File: config.mk
export PLATFORM = sky130hd
export DESIGN_NAME = riscv_wb_ctrl
export DESIGN_NICKNAME = d
export VERILOG_FILES = /design/src/rtl/riscv_wb_ctrl.sv
export SDC_FILE = /design/constraint.sdc
export NUM_CORES = 1
export LEC_CHECK = 0
export ABC_AREA = 1
export BUFFER_PORTS_ARGS = -buffer_cell sky130_fd_sc_hd__buf_2
export CAP_MARGIN = 20
export CORE_MARGIN = 8
export CORE_UTILIZATION = 49
export CTS_BUF_LIST = sky130_fd_sc_hd__clkbuf_4 sky130_fd_sc_hd__clkbuf_8
export DETAILED_ROUTE_END_ITERATION = 16
export GPL_TIMING_DRIVEN = 0
export PLACE_DENSITY_LB_ADDON = 0.08
export SLEW_MARGIN = 0
export SYNTH_ARGS = -nofsm -noshare
export SYNTH_HDL_FRONTEND = slang
export SYNTH_SLANG_ARGS = --single-unit
File: constraint.sdc
create_clock -name clk -period 1.8 [get_ports clk]
set_clock_uncertainty 0.2 [all_clocks]
set_input_delay 0.09 -clock clk [delete_from_list [all_inputs] [get_ports clk]]
set_output_delay 0.09 -clock clk [all_outputs]
set_load 0.02 [all_outputs]
File: src/rtl/riscv_wb_ctrl.sv
// Wishbone-classic register slave bridging the host to riscv_top: drives compare_in,
// samples led_out, counts LED transitions and raises a maskable change interrupt.
module riscv_wb_ctrl #(
    parameter logic [31:0] BASE_ADDR = 32'h3000_0000
) (
    input  logic        clk,
    input  logic        reset,
    input  logic        wbs_cyc_i,
    input  logic        wbs_stb_i,
    input  logic        wbs_we_i,
    input  logic [3:0]  wbs_sel_i,
    input  logic [31:0] wbs_adr_i,
    input  logic [31:0] wbs_dat_i,
    output logic [31:0] wbs_dat_o,
    output logic        wbs_ack_o,
    output logic [23:0] compare_out,
    input  logic [6:0]  led_in,
    output logic        irq_o
);

    localparam logic [1:0] REG_COMPARE = 2'd0;
    localparam logic [1:0] REG_LED     = 2'd1;
    localparam logic [1:0] REG_STATUS  = 2'd2;
    localparam logic [1:0] REG_CTRL    = 2'd3;

    logic        ack_q,      ack_d;
    logic [31:0] dat_q,      dat_d;
    logic [23:0] compare_q,  compare_d;
    logic [6:0]  led_q,      led_d;
    logic [6:0]  led_prev_q, led_prev_d;
    logic        chg_q,      chg_d;
    logic [7:0]  cnt_q,      cnt_d;
    logic        irq_en_q,   irq_en_d;

    logic        hit;
    logic        wr_hit;
    logic [1:0]  reg_sel;
    logic        led_change;
    logic        chg_clr;
    logic [31:0] rdata;

    logic unused_ok;
    assign unused_ok = ^{wbs_adr_i[1:0], wbs_dat_i[31:24], wbs_sel_i[3]};

    // Blocking the hit while ack is high keeps every ack exactly one cycle wide.
    always_comb begin
        hit        = wbs_cyc_i & wbs_stb_i
                   & (wbs_adr_i[31:4] == BASE_ADDR[31:4]) & ~ack_q;
        wr_hit     = hit & wbs_we_i;
        reg_sel    = wbs_adr_i[3:2];
        led_change = (led_q != led_prev_q);
        chg_clr    = wr_hit & (reg_sel == REG_STATUS) & wbs_sel_i[0] & wbs_dat_i[0];
    end

    always_comb begin
        rdata = 32'h0;
        case (reg_sel)
            REG_COMPARE: rdata = {8'h0, compare_q};
            REG_LED:     rdata = {25'h0, led_q};
            REG_STATUS:  rdata = {16'h0, cnt_q, 7'h0, chg_q};
            REG_CTRL:    rdata = {31'h0, irq_en_q};
            default:     rdata = 32'h0;
        endcase
    end

    always_comb begin
        ack_d      = hit;
        dat_d      = hit ? rdata : dat_q;
        led_d      = led_in;
        led_prev_d = led_q;

        compare_d = compare_q;
        if (wr_hit && reg_sel == REG_COMPARE) begin
            for (int b = 0; b < 3; b++) begin
                if (wbs_sel_i[b]) begin
                    compare_d[8*b +: 8] = wbs_dat_i[8*b +: 8];
                end
            end
        end

        irq_en_d = irq_en_q;
        if (wr_hit && reg_sel == REG_CTRL && wbs_sel_i[0]) begin
            irq_en_d = wbs_dat_i[0];
        end

        // A transition on the same edge as a clear must not be lost.
        chg_d = chg_q;
        if (led_change) begin
            chg_d = 1'b1;
        end else if (chg_clr) begin
            chg_d = 1'b0;
        end

        cnt_d = led_change ? cnt_q + 8'd1 : cnt_q;
    end

    always_ff @(posedge clk) begin
        if (reset) begin
            ack_q      <= 1'b0;
            dat_q      <= 32'h0;
            compare_q  <= 24'h0;
            led_q      <= 7'h0;
            led_prev_q <= 7'h0;
            chg_q      <= 1'b0;
            cnt_q      <= 8'h0;
            irq_en_q   <= 1'b0;
        end else begin
            ack_q      <= ack_d;
            dat_q      <= dat_d;
            compare_q  <= compare_d;
            led_q      <= led_d;
            led_prev_q <= led_prev_d;
            chg_q      <= chg_d;
            cnt_q      <= cnt_d;
            irq_en_q   <= irq_en_d;
        end
    end

    assign wbs_ack_o   = ack_q;
    assign wbs_dat_o   = dat_q;
    assign compare_out = compare_q;
    assign irq_o       = chg_q & irq_en_q;

endmodule
==> impl_results.md, run 1 <==
* Hold_sp: wbs_adr_i[2]
* Antenna cells at 0
* Layout Utilization at 72.0%
* Post-Place Cell Area at 3900 sq um
* Critical Path Fanout Max at 10
* Final ANT Viol Nets at 0
* First-pass GRT wire length at 15000 um
* Period utilisation layout at 96.9%
* Maximum vdd drop at 563 uV
* Vias in the first global route at 3276
* Period minus WS final at 1740 ps
* Drt initial violations at 119
* Number of max-cap violations at 0
* Most common flop cell mapped by yosys: dfxtp_1
* Root Buffer: clkbuf_8
* Worst setup SP type: flip-flop
* Fillers at 537
* Die ar. at 9330 sq um
* Total track usage at 19.0%
* Cells after DPL at 650
* Leakage Power at 2.34 nW
* Relative slew margins at 65.7%
* Max stage delay on crit path at 310 ps
* Syn. warnings at 0
* Fin area at 4540 sq um
* Hold Path Class: in -> reg
* # nets final at 707
* Synth unique cells at 29
* Fin cells at 707
* GPL Wtd Cong at 0.875
* Hold Crit Depth at 6
* I/O Buffers at 118
* WS Path Type: reg -> reg
* Setup Viol. Count Final at 0
* Mapped cell area at 3180 sq um
* Post-DP HPWL at 6780 um
* Share of cells above drive strength 1 at 26.8%
* Initial antenna violation count at 0
* Clock network power share at 41.4%
* Core area at 6310 sq um
* Crit. End Element: flip-flop
* Status: finished clean
* R2R Setup Slk at 60 ps
* CTS buffer count at 9
* R2R cell count at 11
* Die Span X at 96.6 um
* Async set or reset register ratio after synthesis at 0%
* CTS tree: done
* Count of unresolved DRC violations after routing at 0
* WHS Endpoint: irq_en_q
* Psw at 0.000803 W
* Fmax at 573 MHz
* Avg Cell Area, Syn at 7.11 sq um
* Area Overhead vs Synth at 42.7%
* Post-synth EDFFs at 0
* Pwr dens at 745 nW/um^2
* # rows at 29
* Power Total at 0.00338 W
* Slew @ Worst Pin at 514 ps
* Top Family by Delay on Critical Path: simple AND/OR/NAND/NOR gates
* Comb pwr share at 9.5%
* Final hold viol count at 0
* Routed wire length per instance at 13.0 um
* R2r startpoint: wbs_ack_o
* Pins Over Slew Limit at 0
* Post-synthesis sequential area ratio at 45.9%
* H-tree levels at 3
* Crit path required time at 1880 ps
* Starting density of the core at 50.4%
* Synth Instances at 448
* Sw Share at 23.7%
* Post-synthesis register bit count at 73
* Largest net degree at the start of global routing at 14
* Worst setup slack after layout at 56.2 ps
* Vias/cell at 4.60
* Clk buf depth at 2
* Dpl ws at 40.2 ps
* Seq pwr share at 49.1%
* Pre-antenna DRT Iters at 4
* Insertion delay to the later sink of the worst-skew pair at 340 ps
* Reg-to-Reg End: compare_out[6]
* IO Pins at 138
* Internal at 0.00258 W
* RSZ-0062 raised after global routing: true
* Final WL at 9210 um
* Die Y-Extent at 96.6 um
* Cell Chain, Critical Path: inv_1, nand2_1, nor2_2, nand2_2, nor2_4, buf_8, nand4_4, buf_6, nand2_2, nand2_1, nor2_1
* Grt ovf at 0
* Arr. time, crit path at 1820 ps
* Slowest-stage cell, CP: dfxtp_1
* Total vias in the final route at 3252
* Crit path buffers/inverters at 3
* CTS sink cnt at 73
* Clock Pin Slew Worst Setup and Hold Paths at 80 ps
-- cell usage in the layout (no fill, tap or decap), types with 2 or more instances in the layout --
master         instances
o31ai_1                9
clkbuf_8               9
bufinv_16              2
nand2_2                4
nand4_4                3
inv_1                 56
o21ai_1               10
nor2_1               114
o211ai_1               2
nand3_1               18
inv_2                  2
buf_4                 15
o21ai_0                8
buf_2                122
o22ai_1               11
conb_1                 8
nand4_1                5
clkbuf_1               9
dfxtp_1               73
dlygate4sd3_1         36
clkinvlp_4             3
a21oi_1                9
nor2_2                 3
nand2_1               80
xnor2_1                5
xor2_1                 6
-- cell type report --
class	count	area, sq um	area share [%]
inverters	58	218	4.79
plain buffers	26	156	3.44
repair buffers	160	996	21.9
clock buffers	9	124	2.73
multi-input cells	298	1400	30.8
clock inverters	6	91.3	2.01
flip-flops and latches	73	1460	32.2
well taps	77	96.3	2.12
-- sequential cells by signal, summed over array words and instances (netlist names) --
name and cells:
compare_out 24, wbs_ack_o 1, led_prev_d 7, led_prev_q 7, irq_en_q 1, chg_q 1
wbs_dat_o 24, cnt_q 8
-- how the worst max path moves through the flow --
stage	from	to	slack, ps	depth (start not counted)
3_5_place_dp	wbs_ack_o	wbs_dat_o[11]	40	10
2_1_floorplan	wbs_ack_o	wbs_dat_o[10]	160	10
6_report	wbs_ack_o	compare_out[6]	60	11
4_1_cts	wbs_ack_o	wbs_dat_o[11]	30	10
3_3_place_gp	wbs_ack_o	wbs_dat_o[16]	60	10
5_1_grt	wbs_ack_o	compare_out[2]	-80	10
-- per-layer routing --
metal / global-route usage, % / vias to the layer above / routed length (um)
met5: 0 / - / 0
li1: - / 1732 / -
met4: 6.51 / 0 / 140
met3: 5.41 / 13 / 570
met2: 34.4 / 80 / 4670
met1: 20.5 / 1427 / 3830
-- cells in the mapped netlist, types with 2 or more instances --
library cell,n,area [sq um]
nor2_1,114,428
o31ai_1,9,67.6
o211ai_1,2,15.0
xor2_1,6,52.6
nand4_2,2,25.0
nand2_2,4,25.0
nor2_2,3,18.8
o21ai_1,8,40.0
nand3_1,18,90.1
buf_6,2,22.5
nand2_1,80,300
a21oi_1,9,45.0
dfxtp_1,73,1460
inv_2,2,7.51
o21ai_0,10,50.1
nand4_1,5,31.3
buf_4,8,60.1
buf_2,4,20.0
clkbuf_1,10,37.5
o22ai_1,11,68.8
xnor2_1,5,43.8
inv_1,56,210
-- repair_timing --
action | 4_1_cts | 5_1_grt
hold buffers | 36 | 0
setup endpoints to repair | 0 | 34
gates resized for setup | 0 | 10
setup buffers | 0 | 6
hold endpoints to repair | 35 | 0
-- per-stage QoR --
stage                     hold slack, ps  TNS, ps
after detailed placement            96.6        0
final                               39.2        0
after global placement              89.9        0
after floorplan                    -3.03        0
after global routing                70.0     -624
after CTS                           26.6        0
-- worst reg2reg max path, cell delays in order, from the launching register on --
cell     delay [ps]
dfxtp_1         310
inv_1            50
nand2_1          50
nor2_2          130
nand2_2          80
nor2_4          170
buf_8           160
nand4_4         130
buf_6           200
nand2_2          60
nand2_1          50
nor2_1          100
-- kinds of logic after synthesis --
group                    synth area share, %
flip-flops                              45.9
buffers and inverters                   11.5
adder cells (fa/ha/maj)                0.393
XOR/XNOR                                3.03
AND/OR/NAND/NOR                         30.1
AO/OA/AOI/OAI                           9.00
other                                  0.118
-- power groups by stage --
| stage | Combinational [W] | Clock [W] | Sequential, W |
|---|---|---|---|
| floorplan | 0.000144 | 0 | 0.00169 |
| global placement | 0.000250 | 0 | 0.00170 |
| detailed placement | 0.000254 | 0 | 0.00170 |
| CTS | 0.000316 | 0.00143 | 0.00166 |
| global route | 0.000357 | 0.00149 | 0.00166 |
| finish | 0.000321 | 0.00140 | 0.00166 |
No activity file was read; power rests on OpenSTA's default activity.
==> run 2: changes to the inputs <==
--- a/config.mk
+++ b/config.mk
@@ -5,7 +5,6 @@
 export SDC_FILE = /design/constraint.sdc
 export NUM_CORES = 1
 export LEC_CHECK = 0
-export ABC_AREA = 1
 export BUFFER_PORTS_ARGS = -buffer_cell sky130_fd_sc_hd__buf_2
 export CAP_MARGIN = 20
 export CORE_MARGIN = 8
==> impl_results.md, run 2 <==
* Routed wire length per instance at 15.9 um (was 13.0 um)
* Period utilisation layout at 104% (was 96.9%)
* Top Family by Delay on Critical Path: simple AND/OR/NAND/NOR gates (unchanged)
* Synth unique cells at 36 (was 29)
* Crit path required time at 1880 ps (about the same)
* CTS buffer count at 9 (unchanged)
* Fin area at 4830 sq um (was 4540 sq um)
* Adder-Cell Fraction of Synth Area at 0.380% (was 0.393%)
* Final ANT Viol Nets at 0 (unchanged)
* Crit path top cell by count: buf_6
* Crit. End Element: flip-flop (unchanged)
* Top-area cell type share of the netlist area at 44.4% (was 45.9%)
* Post-DP HPWL at 6640 um (was 6780 um)
* Most common flop cell mapped by yosys: dfxtp_1 (unchanged)
* CTS sink cnt at 73 (unchanged)
* Avg Cell Area, Syn at 9.62 sq um (was 7.11 sq um)
* Cell Chain, Critical Path: nor4_2, nand4_1, nor3_2, buf_6, and4_1, buf_6, mux2i_1 (was inv_1, nand2_1, nor2_2, nand2_2, nor2_4, buf_8, nand4_4, buf_6, nand2_2, nand2_1, nor2_1)
* Die ar. at 9590 sq um (was 9330 sq um)
* Vias in the first global route at 3074 (was 3276)
* Maximum vdd drop at 664 uV (was 563 uV)
* Core area at 6640 sq um (was 6310 sq um)
* First-pass GRT wire length at 15200 um (was 15000 um)
* Vias/cell at 4.98 (was 4.60)
* WS Path Type: reg -> reg (unchanged)
* Leakage Power at 2.09 nW (was 2.34 nW)
* Worst-case hold slack at 28.1 ps (was 39.2 ps)
* Total track usage at 19.7% (was 19.0%)
* Pwr dens at 695 nW/um^2 (was 745 nW/um^2)
* Mux cell area share after synthesis at 17.8% (was 0%)
* H-tree levels at 3 (unchanged)
* Fin Setup TNS at -1210 ps (was 0 ps)
* Total vias in the final route at 3035 (was 3252)
* Syn. warnings at 0 (unchanged)
* Arr. time, crit path at 1960 ps (was 1820 ps)
* Most common cell after layout, fill and taps aside: buf_2 (unchanged)
* Cells after DPL at 544 (was 650)
* IO Pins at 138 (unchanged)
* RSZ-0062 raised after global routing: true (unchanged)
* Grt ovf at 0 (unchanged)
* Worst setup SP type: flip-flop (unchanged)
* Post-synthesis compound-gate area fraction at 3.00% (was 9.00%)
* Pre-antenna DRT Iters at 4 (unchanged)
* Slowest-stage cell, CP: dfxtp_2 (was dfxtp_1)
* Worst setup slack after layout at -80.4 ps (was 56.2 ps)
* Top cells by area, synth: dfxtp_1 (44%), mux2i_1 (17%), nand2b_1 (11%) (was dfxtp_1 (46%), nor2_1 (13%), nand2_1 (9.4%))
* Synth Instances at 342 (was 448)
* Fin cells at 609 (was 707)
* CTS tree: done (unchanged)
* GPL Wtd Cong at 0.796 (was 0.875)
* Seq pwr share at 49.8% (was 49.1%)
* Main combinational cell family by area after synthesis: simple AND/OR/NAND/NOR gates (unchanged)
* Count of unresolved DRC violations after routing at 0 (unchanged)
* Max stage delay on crit path at 330 ps (was 310 ps)
* Critical Path Fanout Max at 8 (was 10)
* Dpl ws at -180 ps (was 40.2 ps)
* Largest net degree at the start of global routing at 13 (was 14)
* # nets final at 604 (was 707)
* Commonest cells post-synth: dfxtp_1 (73), nand2b_1 (59), mux2i_1 (55) (was nor2_1 (114), nand2_1 (80), dfxtp_1 (73))
* Starting density of the core at 49.5% (was 50.4%)
* Post-synthesis sequential area ratio at 44.4% (was 45.9%)
* Mapped cell area at 3290 sq um (was 3180 sq um)
* Sw Share at 23.8% (was 23.7%)
* Synth area leader: dfxtp_1 (unchanged)
* Die Span X at 98.0 um (was 96.6 um)
* Relative slew margins at 54.9% (was 65.7%)
* Final WL at 9710 um (was 9210 um)
* Simple-gate share of the synthesized area at 25.9% (was 30.1%)
* Xor-xnor portion of the synthesized cell area at 2.66% (was 3.03%)
* Internal at 0.00256 W (was 0.00258 W)
* Die Y-Extent at 98.0 um (was 96.6 um)
* Area Overhead vs Synth at 46.9% (was 42.7%)
* Violated checks: setup timing
* Share of cells above drive strength 1 at 36.9% (was 26.8%)
* Count leader, synth: dfxtp_1 (was nor2_1)
* Root Buffer: clkbuf_8 (unchanged)
* Post-Place Cell Area at 3990 sq um (was 3900 sq um)
* Period minus WS final at 1880 ps (was 1740 ps)
* Number of max-cap violations at 0 (unchanged)
* Slew @ Worst Pin at 676 ps (was 514 ps)
* Most frequent cells in the layout: buf_2 (117), dfxtp_1 (63), nand2b_1 (58) (was buf_2 (122), nor2_1 (114), nand2_1 (80))
* Clock network power share at 39.0% (was 41.4%)
* Post-synth EDFFs at 0 (unchanged)
* Pins Over Slew Limit at 0 (unchanged)
* Final hold viol count at 0 (unchanged)
* Setup Viol. Count Final at 37 (was 0)
* Drt initial violations at 95 (was 119)
* Fmax at 532 MHz (was 573 MHz)
* Crit path buffers/inverters at 2 (was 3)
* Status: finished, violations left (was finished clean)
* Insertion delay to the later sink of the worst-skew pair at 350 ps (was 340 ps)
* Hold Path Class: in -> reg (unchanged)
* Comb pwr share at 11.1% (was 9.5%)
* Clk buf depth at 2 (unchanged)
* Post-synthesis register bit count at 73 (unchanged)
* Initial antenna violation count at 1 (was 0)
* I/O Buffers at 115 (was 118)
* # rows at 30 (was 29)
* Async set or reset register ratio after synthesis at 0% (unchanged)
* Clock Pin Slew Worst Setup and Hold Paths at 80 ps (about the same)
* Psw at 0.000799 W (was 0.000803 W)
run 2: layer usage:
| metal | track usage (%) | wire length, um |
|---|---|---|
| met5 | 0 | 0 |
| met1 | 22.7 | 4080 |
| met3 | 5.76 | 634 |
| met2 | 32.8 | 4810 |
| met4 | 9.11 | 179 |
run 2: kinds of logic after synthesis:
family / count (synthesis)
fa+ha+maj: 1
mux: 57
other cells: 1
flops: 73
compound gates: 18
xor+xnor: 10
simple gates: 150
buf+inv: 32
run 2: worst paths after layout:
check	from	endpoint	slack, ps	cells past startpoint
setup reg to reg	wbs_ack_o	compare_out[2]	-80	7
hold / removal	reset	cnt_q[5]	30	3
setup / recovery	wbs_ack_o	compare_out[2]	-80	7
hold reg to reg	wbs_dat_o[17]	wbs_dat_o[17]	270	2
run 2: metrics by stage:
| stage | power, W | util (%) |
|---|---|---|
| 6_report | 0.00336 | 72.8 |
| 5_1_grt | 0.00349 | 72.8 |
| 4_1_cts | 0.00336 | 69.7 |
| 3_5_place_dp | 0.00199 | 60.1 |
| 3_3_place_gp | 0.00199 | 60.1 |
| 2_1_floorplan | 0.00187 | - |
run 2: worst reg2reg max path: stages (launching register included):
cell and delay [ps]:
dfxtp_2 330, nor4_2 140, nand4_1 150, nor3_2 250, buf_6 180, and4_1 200, buf_6 170, mux2i_1 200
run 2: repair_timing:
item                                    in CTS  in global routing
hold buffers                                34                  0
endpoints found under the hold margin       34                  0
setup buffers                                5                  8
resized for setup                           16                 27
gates cloned                                 0                  2
pin swaps                                   12                 14
endpoints found under the setup margin      55                 55
run 2: layout make-up:
class | instances | area, sq um
multi-input combinational | 244 | 1770
clock buffer | 12 | 153
buffer | 31 | 209
timing repair buffer | 164 | 1070
antenna | 1 | 2.50
clock inverter | 4 | 52.6
sequential | 73 | 1470
tap | 80 | 100
fill | 554 | 1810
run 2: power by group through the flow:
stage	sequential (W)	clock, W	combinational, W
finish	0.00168	0.00131	0.000375
global route	0.00168	0.00140	0.000407
CTS	0.00167	0.00133	0.000356
detailed placement	0.00171	0	0.000285
global placement	0.00171	0	0.000280
floorplan	0.00170	0	0.000172
